==> config.mk <==
export PLATFORM = sky130hd
export DESIGN_NAME = stb_host_adapter
export DESIGN_NICKNAME = d
export VERILOG_FILES = /design/src/rtl/stb_pkg.sv /design/src/rtl/stb_word_serializer.sv /design/src/rtl/stb_host_adapter.sv
export SDC_FILE = /design/constraint.sdc
export NUM_CORES = 1
export LEC_CHECK = 0
export ABC_AREA = 1
export ABC_CLOCK_PERIOD_IN_PS = 1900
export CORE_AREA = 5 5 159 85
export DETAILED_ROUTE_END_ITERATION = 12
export DIE_AREA = 0 0 164 90
export GPL_ROUTABILITY_DRIVEN = 1
export GPL_TIMING_DRIVEN = 0
export MAX_ROUTING_LAYER = met4
export PLACE_DENSITY = 0.61
export SYNTH_ARGS = -nofsm -noshare
export SYNTH_HDL_FRONTEND = slang
export SYNTH_HIERARCHICAL = 1
export SYNTH_SLANG_ARGS = --single-unit
==> constraint.sdc <==
create_clock -name CLK_I -period 1.9 [get_ports CLK_I]
set_input_delay 0.38 -clock CLK_I [delete_from_list [all_inputs] [get_ports CLK_I]]
set_output_delay 0.38 -clock CLK_I [all_outputs]
set_load 0.05 [all_outputs]
==> src/rtl/stb_pkg.sv <==
// Shared types for the streaming trace buffer host adapter.
// Holds the command byte layout, the adapter FSM state encoding and a small
// width helper used by the top level and the read-path serializer.
package stb_pkg;

    localparam int CMD_COUNT_W = 6;

    // Host command byte: bit 7 direction, bit 6 register select, bits 5:0 words-1.
    typedef struct packed {
        logic                   write;
        logic                   reg_sel;
        logic [CMD_COUNT_W-1:0] count;
    } cmd_t;

    typedef enum logic [2:0] {
        IDLE,
        WR_COLLECT,
        WR_ISSUE,
        WR_ACK,
        RD_WAIT,
        RD_SEND
    } adapter_state_e;

    // Byte index width for a word of nb bytes; never narrower than one bit.
    function automatic int idx_width(input int nb);
        return (nb > 1) ? $clog2(nb) : 1;
    endfunction

endpackage

==> src/rtl/stb_word_serializer.sv <==
// Read-path word-to-byte serializer.
// Accepts one DATA_W word when empty, then presents its bytes LSB first on a
// ready-valid byte port. out_last_o flags the final byte of the word so the
// owner can tell when the word has fully drained.
module stb_word_serializer
    import stb_pkg::*;
#(
    parameter int DATA_W = 32
) (
    input  logic              clk,
    input  logic              rst_n,
    input  logic [DATA_W-1:0] in_data_i,
    input  logic              in_valid_i,
    output logic              in_ready_o,
    output logic [7:0]        out_data_o,
    output logic              out_valid_o,
    input  logic              out_ready_i,
    output logic              out_last_o
);

    localparam int NB    = DATA_W / 8;
    localparam int IDX_W = idx_width(NB);

    logic [DATA_W-1:0] word_q, word_d;
    logic [IDX_W-1:0]  idx_q, idx_d;
    logic              valid_q, valid_d;

    assign in_ready_o  = !valid_q;
    assign out_valid_o = valid_q;
    assign out_data_o  = 8'(word_q >> {idx_q, 3'b000});
    assign out_last_o  = (idx_q == IDX_W'(NB - 1));

    // Load a word when empty; step through its bytes on each output handshake.
    always_comb begin
        word_d  = word_q;
        idx_d   = idx_q;
        valid_d = valid_q;
        if (in_valid_i && in_ready_o) begin
            word_d  = in_data_i;
            idx_d   = '0;
            valid_d = 1'b1;
        end else if (valid_q && out_ready_i) begin
            if (out_last_o) begin
                idx_d   = '0;
                valid_d = 1'b0;
            end else begin
                idx_d = idx_q + 1'b1;
            end
        end
    end

    // Serializer state registers.
    always_ff @(posedge clk or negedge rst_n) begin
        if (!rst_n) begin
            word_q  <= '0;
            idx_q   <= '0;
            valid_q <= 1'b0;
        end else begin
            word_q  <= word_d;
            idx_q   <= idx_d;
            valid_q <= valid_d;
        end
    end

endmodule

==> src/rtl/stb_host_adapter.sv <==
// Host-side front end of the streaming trace buffer.
// Turns a host byte stream into word write/read bursts on the buffer's
// ready-valid port and returns read words to the host as bytes, LSB first.
// Optional build macro STB_HOST_ADAPTER_ACK_EN: after the final write of a
// burst the original command byte is echoed to the host as an acknowledge.
module stb_host_adapter
    import stb_pkg::*;
#(
    parameter int DATA_W = 32
) (
    input  logic              CLK_I,
    input  logic              RST_NI,
    input  logic [7:0]        RX_DATA_I,
    input  logic              RX_VALID_I,
    output logic              RX_READY_O,
    output logic [7:0]        TX_DATA_O,
    output logic              TX_VALID_O,
    input  logic              TX_READY_I,
    output logic              REG_SELECT_O,
    output logic [DATA_W-1:0] WRITE_DATA_O,
    output logic              WRITE_VALID_O,
    input  logic              WRITE_READY_I,
    input  logic [DATA_W-1:0] READ_DATA_I,
    input  logic              READ_VALID_I,
    output logic              READ_READY_O
);

    localparam int NB    = DATA_W / 8;
    localparam int IDX_W = idx_width(NB);

    adapter_state_e         state_q, state_d;
    logic [CMD_COUNT_W-1:0] words_left_q, words_left_d;
    logic [IDX_W-1:0]       byte_cnt_q, byte_cnt_d;
    logic [DATA_W-1:0]      wdata_q, wdata_d;
    logic                   reg_sel_q, reg_sel_d;
    logic                   rx_ready_q, rx_ready_d;
    logic                   wr_valid_q, wr_valid_d;
    logic                   rd_ready_q, rd_ready_d;
`ifdef STB_HOST_ADAPTER_ACK_EN
    cmd_t                   cmd_q, cmd_d;
    logic                   ack_valid_q, ack_valid_d;
`endif

    cmd_t       rx_cmd;
    logic       rx_fire;
    logic       wr_fire;
    logic       rd_fire;
    logic       byte_last;
    logic       ser_in_ready;
    logic [7:0] ser_out_data;
    logic       ser_out_valid;
    logic       ser_out_last;

    assign rx_cmd    = cmd_t'(RX_DATA_I);
    assign rx_fire   = RX_VALID_I && rx_ready_q;
    assign wr_fire   = wr_valid_q && WRITE_READY_I;
    assign rd_fire   = (state_q == RD_WAIT) && READ_VALID_I && rd_ready_q && ser_in_ready;
    assign byte_last = (byte_cnt_q == IDX_W'(NB - 1));

    stb_word_serializer #(
        .DATA_W (DATA_W)
    ) u_serializer (
        .clk         (CLK_I),
        .rst_n       (RST_NI),
        .in_data_i   (READ_DATA_I),
        .in_valid_i  (rd_fire),
        .in_ready_o  (ser_in_ready),
        .out_data_o  (ser_out_data),
        .out_valid_o (ser_out_valid),
        .out_ready_i (TX_READY_I),
        .out_last_o  (ser_out_last)
    );

    // Next-state logic; the handshake outputs are decoded from the next state
    // so they are registered and line up with the state they belong to.
    always_comb begin
        // NOTE: every _d starts from its _q, so no path through this block can infer a latch.
        state_d      = state_q;
        words_left_d = words_left_q;
        byte_cnt_d   = byte_cnt_q;
        wdata_d      = wdata_q;
        reg_sel_d    = reg_sel_q;
`ifdef STB_HOST_ADAPTER_ACK_EN
        cmd_d        = cmd_q;
`endif
        case (state_q)
            IDLE: begin
                if (rx_fire) begin
                    reg_sel_d    = rx_cmd.reg_sel;
                    words_left_d = rx_cmd.count;
                    byte_cnt_d   = '0;
                    state_d      = rx_cmd.write ? WR_COLLECT : RD_WAIT;
`ifdef STB_HOST_ADAPTER_ACK_EN
                    cmd_d        = rx_cmd;
`endif
                end
            end
            WR_COLLECT: begin
                if (rx_fire) begin
                    // Shift right so the first byte of the word ends up in bits 7:0.
                    wdata_d = (wdata_q >> 8) | (DATA_W'(RX_DATA_I) << (DATA_W - 8));
                    if (byte_last) begin
                        byte_cnt_d = '0;
                        state_d    = WR_ISSUE;
                    end else begin
                        byte_cnt_d = byte_cnt_q + 1'b1;
                    end
                end
            end
            WR_ISSUE: begin
                if (wr_fire) begin
                    if (words_left_q == '0) begin
`ifdef STB_HOST_ADAPTER_ACK_EN
                        state_d = WR_ACK;
`else
                        state_d = IDLE;
`endif
                    end else begin
                        words_left_d = words_left_q - 1'b1;
                        state_d      = WR_COLLECT;
                    end
                end
            end
`ifdef STB_HOST_ADAPTER_ACK_EN
            WR_ACK: begin
                if (ack_valid_q && TX_READY_I) begin
                    state_d = IDLE;
                end
            end
`endif
            RD_WAIT: begin
                if (rd_fire) begin
                    state_d = RD_SEND;
                end
            end
            RD_SEND: begin
                if (ser_out_valid && TX_READY_I && ser_out_last) begin
                    if (words_left_q == '0) begin
                        state_d = IDLE;
                    end else begin
                        words_left_d = words_left_q - 1'b1;
                        state_d      = RD_WAIT;
                    end
                end
            end
            default: begin
                state_d = IDLE;
            end
        endcase

        rx_ready_d  = (state_d == IDLE) || (state_d == WR_COLLECT);
        wr_valid_d  = (state_d == WR_ISSUE);
        rd_ready_d  = (state_d == RD_WAIT);
`ifdef STB_HOST_ADAPTER_ACK_EN
        ack_valid_d = (state_d == WR_ACK);
`endif
    end

    // State and registered-output flops; reset aborts any burst in progress.
    always_ff @(posedge CLK_I or negedge RST_NI) begin
        // NOTE: non-blocking assignments let every flop sample the pre-edge values of the others.
        if (!RST_NI) begin
            state_q      <= IDLE;
            words_left_q <= '0;
            byte_cnt_q   <= '0;
            wdata_q      <= '0;
            reg_sel_q    <= 1'b0;
            rx_ready_q   <= 1'b0;
            wr_valid_q   <= 1'b0;
            rd_ready_q   <= 1'b0;
`ifdef STB_HOST_ADAPTER_ACK_EN
            cmd_q        <= '0;
            ack_valid_q  <= 1'b0;
`endif
        end else begin
            state_q      <= state_d;
            words_left_q <= words_left_d;
            byte_cnt_q   <= byte_cnt_d;
            wdata_q      <= wdata_d;
            reg_sel_q    <= reg_sel_d;
            rx_ready_q   <= rx_ready_d;
            wr_valid_q   <= wr_valid_d;
            rd_ready_q   <= rd_ready_d;
`ifdef STB_HOST_ADAPTER_ACK_EN
            cmd_q        <= cmd_d;
            ack_valid_q  <= ack_valid_d;
`endif
        end
    end

    assign RX_READY_O    = rx_ready_q;
    assign REG_SELECT_O  = reg_sel_q;
    assign WRITE_DATA_O  = wdata_q;
    assign WRITE_VALID_O = wr_valid_q;
    assign READ_READY_O  = rd_ready_q;
`ifdef STB_HOST_ADAPTER_ACK_EN
    assign TX_VALID_O    = ser_out_valid || ack_valid_q;
    assign TX_DATA_O     = ack_valid_q ? 8'(cmd_q) : ser_out_data;
`else
    assign TX_VALID_O    = ser_out_valid;
    assign TX_DATA_O     = ser_out_data;
`endif

endmodule

==> impl_metrics.env, run 1 <==
export IMPL_status="finished clean"
export IMPL_synth_fa_ha_area_frac=0.0124
export IMPL_initial_core_util=0.334
export IMPL_cts_sinks=82
export IMPL_yosys_cell_types_count=27
export IMPL_antennaDiodeCount=0
export IMPL_grt_overflow=0
export IMPL_totalWireLength_um=11600
export IMPL_synth_area_mm2=0.00405
export IMPL_path_cells="clkdlybuf4s50_1"
export IMPL_worst_path_stages=1
export IMPL_finalCriticalPeriod_ns=1.86
export IMPL_async_flop_share=1.00
export IMPL_final_nets=645
export IMPL_synth_top_area_share=0.507
export IMPL_crit_end="WRITE_DATA_O[1]"
export IMPL_crit_type="reg2out"
export IMPL_crit_slowest_cell="clkdlybuf4s50_1"
export IMPL_synth_common_cells="nand2_1 (171), dfrtp_1 (82), inv_1 (62), nand3_1 (61), o21ai_0 (24)"
export IMPL_port_buffer_count=90
export IMPL_design_area_mm2=0.00562
export IMPL_htreeDepth=3
export IMPL_ios=91
export IMPL_layout_drive_gt1_share=0.138
export IMPL_place_detailed_hpwl_um=8690
export IMPL_finalPower_w=0.00829
export IMPL_r2r_end="u_serializer/word_q[17]"
export IMPL_yosysMostFrequentCell="nand2_1"
export IMPL_leakagePower_nw=3.08
export IMPL_hp_class="in2async"
export IMPL_die_x_um=164
export IMPL_cts_buffers=9
export IMPL_clockRootBuffer="clkbuf_16"
export IMPL_power_density_mw_per_mm2=1470
export IMPL_cp_arrival_ns=1.48
export IMPL_critPathMaxFanout=2
export IMPL_clk_latency_ns=0.33
export IMPL_die_h_um=90
export IMPL_gp_congestion=0.889
export IMPL_clock_fmax_mhz=538
export IMPL_yosysTopAreaCell="dfrtp_1"
export IMPL_holdBufCountCts=0
export IMPL_synth_compound_area_share=0.0562
export IMPL_ys_seq_area_frac=0.507
export IMPL_synth_simple_area_share=0.294
export IMPL_crit_family="buffers and inverters"
export IMPL_synth_nets=540
export IMPL_synthXorXnorAreaFrac=0
export IMPL_core_mm2=0.0121
export IMPL_synth_edf_count=0
export IMPL_path_buf_inv=1
export IMPL_pre_cts_ws_ns=-0.310
export IMPL_route_vias_total=3602
export IMPL_rows=29
export IMPL_reg2reg_depth=10
export IMPL_r2r_slack_ns=0.19
export IMPL_skew_ns=0.00527
export IMPL_fillers=1189
export IMPL_cts_clk_slew_worst_paths_ns=0.06
export IMPL_max_cap_violations=0
export IMPL_antenna_left=0
export IMPL_yosys_warnings=6
export IMPL_synthesis_instances=490
export IMPL_slowest_delay_ns=0.80
export IMPL_drc=0
export IMPL_crit_path_end_kind="primary output"
export IMPL_drtPass1Iterations=5
export IMPL_die_area_mm2=0.0148
export IMPL_synth_area_mux_share=0.0352
export IMPL_grt_max_degree=44
export IMPL_grt_pass1_wl_um=19100
export IMPL_crit_required_ns=1.52
export IMPL_critPathLaunch="WRITE_DATA_O[1]"
export IMPL_tns_ns=0
export IMPL_grt_total_usage=0.166
export IMPL_syn_area_per_cell_um2=8.26
export IMPL_drt_vias_per_instance=4.68
export IMPL_antenna_found_initial=0
export IMPL_synth_top_family_by_area="simple AND/OR/NAND/NOR gates"
export IMPL_start_kind="flip-flop"
export IMPL_vdd_ir_drop_max_mv=0.636
export IMPL_clock_path_buffers=2
export IMPL_dp_cells=751
export IMPL_drv_slew=0
export IMPL_synth_ff_type="dfrtp_1"
export IMPL_slew_headroom=0.629
export IMPL_grt_pass1_vias=3583
export IMPL_synth_seq_cells=82
export IMPL_setup_violations=0
export IMPL_worst_pin_slew_ns=0.556
export IMPL_r2r_start="u_serializer/out_valid_o"
export IMPL_placed_area_mm2=0.00518
export IMPL_cts_tree="yes"
export IMPL_fin_cells=770
export IMPL_drtIter0Drc=290
export IMPL_finalHoldViolCount=0
export IMPL_wl_per_cell_um=15.0
export IMPL_post_route_period_util=0.978
export IMPL_postLayoutSetupSlackWorst_ns=0.0419
export IMPL_syn_to_final_growth_pct=38.9
export IMPL_ys_top_cells_by_area="dfrtp_1 (51%), nand2_1 (16%), nand3_1 (7.5%)"
==> worst min-delay path by stage <==
stage	end	depth (start not counted)	slack [ns]
after floorplan	READ_READY_O	0	0.08
after global placement	u_serializer/word_q[16]	2	0.45
after detailed placement	u_serializer/word_q[31]	1	0.41
after CTS	u_serializer/word_q[31]	1	0.05
after global routing	u_serializer/word_q[31]	1	0.08
final	u_serializer/word_q[31]	1	0.03
==> final cells by class <==
type                       instances  area (um^2)  share of cell area
inverter                          65          255              0.0454
clock inverter                     6          136              0.0242
clock buffer                      10          239              0.0425
tap                              170          213              0.0378
sequential                        82         2050               0.365
multi-input combinational        324         1610               0.287
timing repair buffer              95          960               0.171
buffer                            18          154              0.0274
==> where the power goes <==
group | internal, W | switching (W)
Clock | 0.00146 | 0.000726
Combinational | 0.00124 | 0.00236
Sequential | 0.00219 | 0.000318
Total | 0.00489 | 0.00340
==> sequential cells by signal (all words and copies together), names as in the netlist <==
register,count
WRITE_DATA_O,32
u_serializer/word_q,32
words_left_q,6
state_q,3
byte_cnt_q,2
u_serializer/idx_q,2
READ_READY_O,1
REG_SELECT_O,1
RX_READY_O,1
WRITE_VALID_O,1
u_serializer/out_valid_o,1
==> per-stage QoR <==
step | utilization | hold WS [ns]
after global placement | 0.426 | 0.454
after global routing | 0.464 | 0.0789
after detailed placement | 0.427 | 0.406
after floorplan | - | 0.0844
final | 0.464 | 0.0276
after CTS | 0.454 | 0.0515
==> routing by layer <==
layer,up-vias,track usage,routed length (um)
li1,1750,-,-
met1,1726,0.257,6070
met2,113,0.216,4720
met3,13,0.0338,678
met4,0,0.0412,106
met5,-,-,0
==> logic make-up (layout without fill, tap and decap cells) <==
group,count (synthesis),count (layout)
buf+inv,84,194
fa+ha+maj,4,4
compound gates,38,38
simple gates,271,271
mux,11,11
flops,82,82
==> layout by cell type (no fill, tap or decap), drive strengths merged <==
cell type      count
a21oi             11
buf               26
bufinv             4
clkbuf            16
clkdlybuf4s50     48
clkinvlp           2
dfrtp             82
dlygate4sd2       24
dlymetal6s2s       9
ha                 4
inv               65
mux2              11
nand2            177
nand3             63
nand3b             1
nand4              4
nor2              25
o21ai             24
o31ai              3
or2                1
==> what timing repair did <==
item / in CTS / in global routing
pin swaps: 0 / 1
endpoints found under the setup margin: 32 / 47
gates resized for setup: 75 / 27
buffers inserted: 0 / 4
(Power assumes the default switching activity.)
==> run 2, diff against run 1 <==
--- a/config.mk
+++ b/config.mk
@@ -7,13 +7,15 @@
 export LEC_CHECK = 0
 export ABC_AREA = 1
 export ABC_CLOCK_PERIOD_IN_PS = 1900
-export CORE_AREA = 5 5 159 85
+export CORE_AREA = 2 2 156 82
+export CTS_BUF_LIST = sky130_fd_sc_hd__clkbuf_8 sky130_fd_sc_hd__clkbuf_16
 export DETAILED_ROUTE_END_ITERATION = 12
-export DIE_AREA = 0 0 164 90
+export DIE_AREA = 0 0 158 84
 export GPL_ROUTABILITY_DRIVEN = 1
 export GPL_TIMING_DRIVEN = 0
 export MAX_ROUTING_LAYER = met4
 export PLACE_DENSITY = 0.61
+export SLEW_MARGIN = 20
 export SYNTH_ARGS = -nofsm -noshare
 export SYNTH_HDL_FRONTEND = slang
 export SYNTH_HIERARCHICAL = 1
==> impl_metrics.env, run 2 (same netlist as run 1, synthesis figures left out) <==
export IMPL_dp_cells=751
export IMPL_holdBufCountCts=0
export IMPL_die_x_um=158
export IMPL_grt_pass1_wl_um=17100
export IMPL_power_density_mw_per_mm2=1440
export IMPL_slew_headroom=0.653
export IMPL_clock_fmax_mhz=535
export IMPL_totalWireLength_um=10700
export IMPL_placed_area_mm2=0.00519
export IMPL_clk_latency_ns=0.34
export IMPL_path_cells="clkdlybuf4s50_1"
export IMPL_drv_slew=0
export IMPL_utilization=0.465
export IMPL_drt_vias_per_instance=4.56
export IMPL_cp_arrival_ns=1.49
export IMPL_r2r_end="u_serializer/word_q[18]"
export IMPL_core_mm2=0.0121
export IMPL_status="finished clean"
export IMPL_layout_drive_gt1_share=0.156
export IMPL_reg2reg_depth=10
export IMPL_critPathMaxFanout=2
export IMPL_grt_max_degree=45
export IMPL_antennaDiodeCount=0
export IMPL_vdd_ir_drop_max_mv=0.545
export IMPL_route_vias_total=3500
export IMPL_design_area_mm2=0.00564
export IMPL_initial_core_util=0.334
export IMPL_fin_cells=768
export IMPL_leakagePower_nw=3.15
export IMPL_syn_to_final_growth_pct=39.2
export IMPL_hp_class="in2async"
export IMPL_place_detailed_hpwl_um=8080
export IMPL_r2r_start="u_serializer/out_valid_o"
export IMPL_drc=0
export IMPL_drtIter0Drc=241
export IMPL_crit_path_end_kind="primary output"
export IMPL_post_route_period_util=0.984
export IMPL_final_nets=643
export IMPL_final_common_cell="nand2_1"
export IMPL_max_cap_violations=0
export IMPL_gp_congestion=0.864
export IMPL_cts_tree="yes"
export IMPL_grt_total_usage=0.172
export IMPL_clockRootBuffer="clkbuf_16"
export IMPL_finalHoldViolCount=0
export IMPL_cts_buffers=9
export IMPL_worst_pin_slew_ns=0.518
export IMPL_skew_ns=0.00620
export IMPL_die_area_mm2=0.0133
export IMPL_setup_violations=0
export IMPL_cts_sinks=82
export IMPL_drtPass1Iterations=5
export IMPL_cts_clk_slew_worst_paths_ns=0.06
export IMPL_antenna_left=0
export IMPL_path_buf_inv=1
export IMPL_rows=29
export IMPL_die_h_um=84
export IMPL_crit_slowest_cell="clkdlybuf4s50_1"
export IMPL_finalCriticalPeriod_ns=1.87
export IMPL_crit_family="buffers and inverters"
export IMPL_port_buffer_count=90
export IMPL_rsz0062_at_grt="yes"
export IMPL_grt_overflow=0
export IMPL_wl_per_cell_um=13.9
export IMPL_slowest_delay_ns=0.82
export IMPL_clock_path_buffers=2
export IMPL_antenna_found_initial=0
export IMPL_r2r_slack_ns=0.13
export IMPL_crit_type="reg2out"
export IMPL_start_kind="flip-flop"
export IMPL_grt_pass1_vias=3280
export IMPL_mostFrequentLayoutCells="nand2_1 (163), dfrtp_1 (82), inv_1 (62), nand3_1 (53), clkdlybuf4s50_1 (47)"
export IMPL_crit_required_ns=1.52
export IMPL_ios=91
export IMPL_htreeDepth=3
-- run 2: metal layers --
layer  GRT usage  routed length, um  vias up
met5           -                  0        -
met4      0.0426                 95        0
met3      0.0327                626       11
met2       0.212               3970      103
met1       0.280               5990     1641
li1            -                  -     1745
-- run 2: area by class of cell --
| cell class | instances | area (um^2) |
|---|---|---|
| timing repair buffer | 93 | 965 |
| tap | 170 | 213 |
| inverter | 65 | 250 |
| sequential | 82 | 2050 |
| fill | 1215 | 6480 |
| multi-input combinational | 324 | 1670 |
| buffer | 18 | 144 |
| clock inverter | 7 | 118 |
| clock buffer | 9 | 225 |
-- run 2: how the worst max path moves through the flow --
stage | startpoint | to | slack [ns] | cells after the start
5_1_grt | u_serializer/idx_q[1] | TX_DATA_O[5] | -0.06 | 5
3_3_place_gp | RST_NI | WRITE_VALID_O | -2.54 | 1
3_5_place_dp | u_serializer/idx_q[1] | TX_DATA_O[1] | -0.31 | 5
6_report | REG_SELECT_O | REG_SELECT_O | 0.03 | 1
4_1_cts | WRITE_DATA_O[23] | WRITE_DATA_O[23] | 0.001 | 1
2_1_floorplan | u_serializer/out_valid_o | u_serializer/out_valid_o | 0.11 | 10
-- run 2: power breakdown --
group / leakage (nW) / total, W / switching [W] / internal [W]
combinational: 1.95 / 0.00360 / 0.00236 / 0.00124
clock: 0.169 / 0.00200 / 0.000712 / 0.00129
sequential: 1.04 / 0.00249 / 0.000306 / 0.00218
-- run 2: what timing repair did --
| item | in CTS | in global routing |
|---|---|---|
| resized for setup | 69 | 44 |
| pin swaps | 0 | 8 |
| setup buffers | 0 | 2 |
| setup endpoints to repair | 27 | 53 |
-- run 2: metrics by stage --
step / TNS [ns] / hold slack, ns / total power, W / setup WS [ns]
after floorplan: 0 / 0.0844 / 0.00480 / 0.107
after global placement: -210.40 / 0.456 / 0.00582 / -2.54
after detailed placement: -2.48 / 0.393 / 0.00589 / -0.313
after CTS: 0 / 0.0330 / 0.00783 / 0.00134
after global routing: -0.243 / 0.0483 / 0.00863 / -0.0555
final: 0 / 0.0119 / 0.00809 / 0.0313
==> patch 1 (settings of run 2) <==
`wdata_q` no longer has a reset.
--- a/src/rtl/stb_host_adapter.sv
+++ b/src/rtl/stb_host_adapter.sv
@@ -163,7 +163,6 @@
             state_q      <= IDLE;
             words_left_q <= '0;
             byte_cnt_q   <= '0;
-            wdata_q      <= '0;
             reg_sel_q    <= 1'b0;
             rx_ready_q   <= 1'b0;
             wr_valid_q   <= 1'b0;
@@ -176,7 +175,6 @@
             state_q      <= state_d;
             words_left_q <= words_left_d;
             byte_cnt_q   <= byte_cnt_d;
-            wdata_q      <= wdata_d;
             reg_sel_q    <= reg_sel_d;
             rx_ready_q   <= rx_ready_d;
             wr_valid_q   <= wr_valid_d;
@@ -186,6 +184,10 @@
             ack_valid_q  <= ack_valid_d;
 `endif
         end
+    end
+
+    always_ff @(posedge CLK_I) begin
+        wdata_q <= wdata_d;
     end
 
     assign RX_READY_O    = rx_ready_q;
Behaviour: differs if RST_NI is asserted again (counterexample within 4 cycles, from zero or initial values and one cycle with RST_NI low); with RST_NI held inactive, the same outputs for 10 cycles.
==> patch 1 against run 2 <==
Area after synthesis decreased by 6.8%. Via count decreased by 11%. Critical path depth unchanged. Setup slack improved by 0.0092 ns. Combinational power about the same. Fmax increased by 0.50%. Non-clock buffer count decreased by 1. Cell area decreased by 4.1%. Hold slack improved by 0.063 ns. Sequential cell count unchanged. Wire length decreased by 4.7%. Critical path type unchanged. Register-to-register slack improved by 0.04 ns. Sequential power increased by 4%. Total power increased by 0.40%.
==> patch 1: results (changes against run 2) <==
Syn Area/Cell = 9.05 um^2 (+9.5%)
Syn Nets = 467 (-14%)
Crit path DAT = 1.48 ns
Global-route usage over all layers = 0.166 (-0.00662)
Asr flop ratio synth = 0.610 (-0.390)
Worst Skew = 0.00828 ns (+0.00208 ns)
Final HPWL DP = 7.46 mm (-7.7%)
Yosys cell types = 26 (-3.7%)
First-pass GRT wire length = 16.4 mm (-4.1%)
Main synth FF type = dfrtp_1
Placed cell areas = 0.00489 mm^2 (-5.8%)
Placed Instances = 677 (-9.9%)
Iter 0 DRT Violations = 300 (+24%)
Crit-path max FO = 2 (unchanged)
Met1 usage = 0.268 (-0.0118)
Routability cong. = 0.923 (+6.8%)
Sw Share = 0.407 (-0.0106)
M2 GR Usage = 0.208 (-0.00395)
Reg2reg end = WRITE_DATA_O[26]
Post-synth top cells = 151 x nand2_1, 65 x nand3_1, 50 x dfrtp_1, 50 x inv_1, 32 x edfxtp_1
Largest net degree at the start of global routing = 51 (+13%)
Clock Tree Buf Depth = 2 (unchanged)
Largest cells by area after synthesis = dfrtp_1 33%, edfxtp_1 25%, nand2_1 15%, nand3_1 8.6%, inv_1 5.0%
WL/cell = 14.6 um (+4.5%)
Post-DR vias/cell = 4.46 (-2.2%)
Sequential share of the synthesized area = 0.586 (+0.0794)
Relative slew slack = 0.562 (-0.0912)
Layout cells sized above 1 = 0.130 (-0.0253)
R2r startpoint = state_q[2]
Max stage delay on crit path = 0.81 ns
Leak = 2.71 nW (-14%)
EDFF count, synth = 32 (+32)
Maximum VDD drop = 0.000558 V (+2.5%)
Fin nets = 575 (-11%)
R2R setup slack = 0.17 ns (+0.04 ns)
Status = complete, no violations
Drt total wl = 10.2 mm (-4.7%)
Worst-case reg-to-reg path depth = 6 (-4)
Worst skew pair latency = 0.33 ns
[patch 1: cell types whose count changed in the layout (fill, tap and decap cells not counted), sizes merged, moves of 8 or more]
cell / delta
nand2: -21
dfrtp: -32
inv: -9
clkdlybuf4s50: +8
edfxtp: +32
mux2: -10
a21oi: -9
o21ai: -11
nor2: -9
dlygate4sd2: -9
[patch 1: power by group through the flow]
stage	Combinational [mW]	Sequential [mW]	Clock (mW)
after detailed placement	3.32	2.59	0
after CTS	3.31	2.56	2.01
final	3.60	2.58	1.95
after global routing	3.99	2.64	2.08
after floorplan	2.28	2.59	0
after global placement	3.28	2.57	0
[patch 1: layout make-up]
class                   instances  area [um^2]
multi-input cells             265         1250
plain buffers                  14          130
flip-flops and latches         82         2210
clock inverters                 5         76.3
repair inverters                1         7.51
repair buffers                 96         1020
clock buffers                  11          264
fillers                      1189         6720
inverters                      56          228
well taps                     170          213
[patch 1: through the flow]
stage | hold WS, ns | setup TNS (ns) | setup slack, ns
after CTS | 0.0979 | 0 | 0.000168
after global routing | 0.109 | -0.0809 | -0.0231
after global placement | 0.432 | -70.55 | -1.14
after floorplan | 0.0844 | 0 | 0.0994
final | 0.0752 | 0 | 0.0406
after detailed placement | 0.434 | -17.38 | -0.462
[patch 1: logic make-up after synthesis]
logic type               count (synthesis)  synth area share
multiplexers                             1           0.00298
buffers and inverters                   70            0.0845
flip-flops                              82             0.586
AO/OA/AOI/OAI                           17            0.0239
adder cells (fa/ha/maj)                  4            0.0133
AND/OR/NAND/NOR                        243             0.289
[patch 1: what timing repair did]
action	4_1_cts	5_1_grt
gates cloned	1	1
endpoints found under the setup margin	51	87
pin swaps	0	1
buffers inserted	0	5
resized for setup	63	36
[patch 1: worst max-delay path by stage]
stage | slack, ns | end | cells after the start | startpoint
CTS | 0.0002 | WRITE_DATA_O[9] | 1 | WRITE_DATA_O[9]
finish | 0.04 | WRITE_DATA_O[26] | 1 | WRITE_DATA_O[26]
floorplan | 0.1 | u_serializer/out_valid_o | 10 | u_serializer/out_valid_o
global placement | -1.14 | RX_READY_O | 1 | RST_NI
detailed placement | -0.46 | WRITE_DATA_O[0] | 5 | RX_VALID_I
global route | -0.02 | TX_DATA_O[5] | 5 | u_serializer/idx_q[1]
[patch 1: metal layers]
metal / wire, um / up-vias
li1: - / 1545
met1: 5570 / 1472
met2: 3870 / 99
met3: 688 / 5
met4: 56 / 0
met5: 0 / -
==> patch 2 (settings of run 2) <==
Without the edit above. Set the package constant `CMD_COUNT_W` to 12 (it was 6).
--- a/src/rtl/stb_pkg.sv
+++ b/src/rtl/stb_pkg.sv
@@ -3,7 +3,7 @@
 // width helper used by the top level and the read-path serializer.
 package stb_pkg;
 
-    localparam int CMD_COUNT_W = 6;
+    localparam int CMD_COUNT_W = 12;
 
     // Host command byte: bit 7 direction, bit 6 register select, bits 5:0 words-1.
     typedef struct packed {
Check against the original RTL: not equivalent (a bounded check fails within 4 cycles, from zero or initial values and one cycle with RST_NI low).
==> patch 2 against run 2 <==
Wire length rose by 7.9%. Setup slack got worse by 0.0029 ns. Non-clock buffer count rose by 5. Global-route usage rose by 1.8 points. Total power rose by 37%. Critical endpoint is now WRITE_DATA_O[29]. Final cell count rose by 11%. Area after synthesis rose by 7.4%. Critical path depth did not move. Fmax fell by 0.16%. Sequential share of layout area rose by 0.65 points. Sequential power rose by 31%. Sequential cell count rose by 5. Cell area rose by 4.3%.
==> patch 2: results (changes against run 2) <==
WL/cell = 13.6 um (-2.4%)
Post-synth top cells = 197 x nand2_1, 87 x dfrtp_1, 77 x inv_1
Main synth FF type = dfrtp_1
Largest cells by area after synthesis = dfrtp_1 50%, nand2_1 17%, nand3_1 7.8%, inv_1 6.6%, nor2_1 3.5%
Fin cells = 849 (+11%)
Crit path DAT = 1.49 ns (about the same)
Placed Instances = 830 (+11%)
Global-route usage over all layers = 0.191 (+0.0183)
Sequential share of the synthesized area = 0.500 (-0.00637)
Met1 usage = 0.294 (+0.0141)
Leak = 3.20 nW (+1.4%)
M2 GR Usage = 0.246 (+0.0344)
Vias in the first global route = 3828 (+17%)
Layout cells sized above 1 = 0.113 (-0.0421)
# diodes = 0 (unchanged)
Fin nets = 723 (+12%)
H-tree depth = 3 (unchanged)
Via count = 3968 (+13%)
Maximum VDD drop = 0.00118 V (+120%)
DRT Pass-1 Iters = 4 (-1)
Routability cong. = 0.847 (-1.9%)
Largest net degree at the start of global routing = 56 (+24%)
Yosys cell types = 30 (+11%)
Iter 0 DRT Violations = 366 (+52%)
Final HPWL DP = 8.82 mm (+9.1%)
Relative slew slack = 0.603 (-0.0507)
Worst skew pair latency = 0.35 ns
CTS buffer count = 9 (unchanged)
PortBufs = 89 (-1.1%)
Worst hold slack = 0.471 ns (+0.459 ns)
Post-Syn Instances = 570 (+16%)
Clock Tree Buf Depth = 2 (unchanged)
Layout Area Growth over Synthesis = 35.1%
Max stage delay on crit path = 0.80 ns (-0.02 ns)
Fillers = 1213 (-0.16%)
Status = complete, no violations
Syn Nets = 619 (+15%)
Root buf cell = clkbuf_16
Met3 usage = 0.0400 (+0.00727)
R2R setup slack = 0.14 ns
First-pass GRT wire length = 19.0 mm (+11%)
Worst Skew = 0.0110 ns (+0.00478 ns)
Initial antenna violation count = 0 (unchanged)
Min-delay worst type = reg -> reg
[patch 2: cell types whose count changed after synthesis, sizes merged, moves of 5 or more]
cell	delta
a21oi	+5
dfrtp	+5
o21ai	+5
nand2	+26
mux2	-7
nand3	+7
nor2	+19
inv	+17
[patch 2: layout make-up]
type,instances,area share
flip-flops and latches,87,0.371
repair buffers,94,0.161
plain buffers,22,0.0270
clock buffers,9,0.0383
clock inverters,7,0.0202
inverters,82,0.0539
multi-input cells,378,0.293
well taps,170,0.0362
[patch 2: report_power, final]
part | internal (mW) | total (mW) | switching, mW
clock network | 1.29 | 2.05 | 0.760
logic | 1.82 | 5.78 | 3.97
registers | 2.68 | 3.25 | 0.573
[patch 2: worst paths after layout]
| kind | start | end | depth (start not counted) |
|---|---|---|---|
| setup / recovery | WRITE_DATA_O[29] | WRITE_DATA_O[29] | 1 |
| hold / removal | u_serializer/word_q[16] | u_serializer/word_q[16] | 2 |
| setup reg to reg | u_serializer/out_valid_o | u_serializer/word_q[6] | 10 |
| hold reg to reg | u_serializer/word_q[16] | u_serializer/word_q[16] | 2 |
| max in group asynchronous | RST_NI | u_serializer/word_q[15] | 3 |
| min in group asynchronous | RST_NI | WRITE_DATA_O[17] | 2 |
[patch 2: through the flow]
stage	area [um^2]	setup WS, ns	util
2_1_floorplan	4350	0.0794	-
3_3_place_gp	5450	-2.80	0.450
3_5_place_dp	5480	-0.276	0.452
4_1_cts	5780	0.000504	0.477
5_1_grt	5880	-0.00637	0.485
6_report	5880	0.0284	0.485
[patch 2: per-layer routing]
metal  up-vias  share of wire
met5         -              0
met4         0          0.012
met3        14          0.048
met2        97           0.41
met1      1887           0.53
li1       1970              -
[patch 2: repair_timing]
action	4_1_cts	5_1_grt
hold buffers	1	0
resized for setup	69	27
pin swaps	0	1
setup endpoints to repair	27	69
endpoints found under the hold margin	29	0
buffers inserted	0	3
[patch 2: cell families (layout without fill, tap and decap cells)]
kind of cell	Yosys count	in the layout	synth area share
buffers and inverters	105	214	0.107
muxes	4	4	0.0104
DFF	87	87	0.500
and+or+nand+nor	323	323	0.315
xor gates and xnor gates	1	1	0.00201
AOI/OAI and AO/OA	46	46	0.0558
other	1	1	0.000862
adders and majority gates	3	3	0.00863
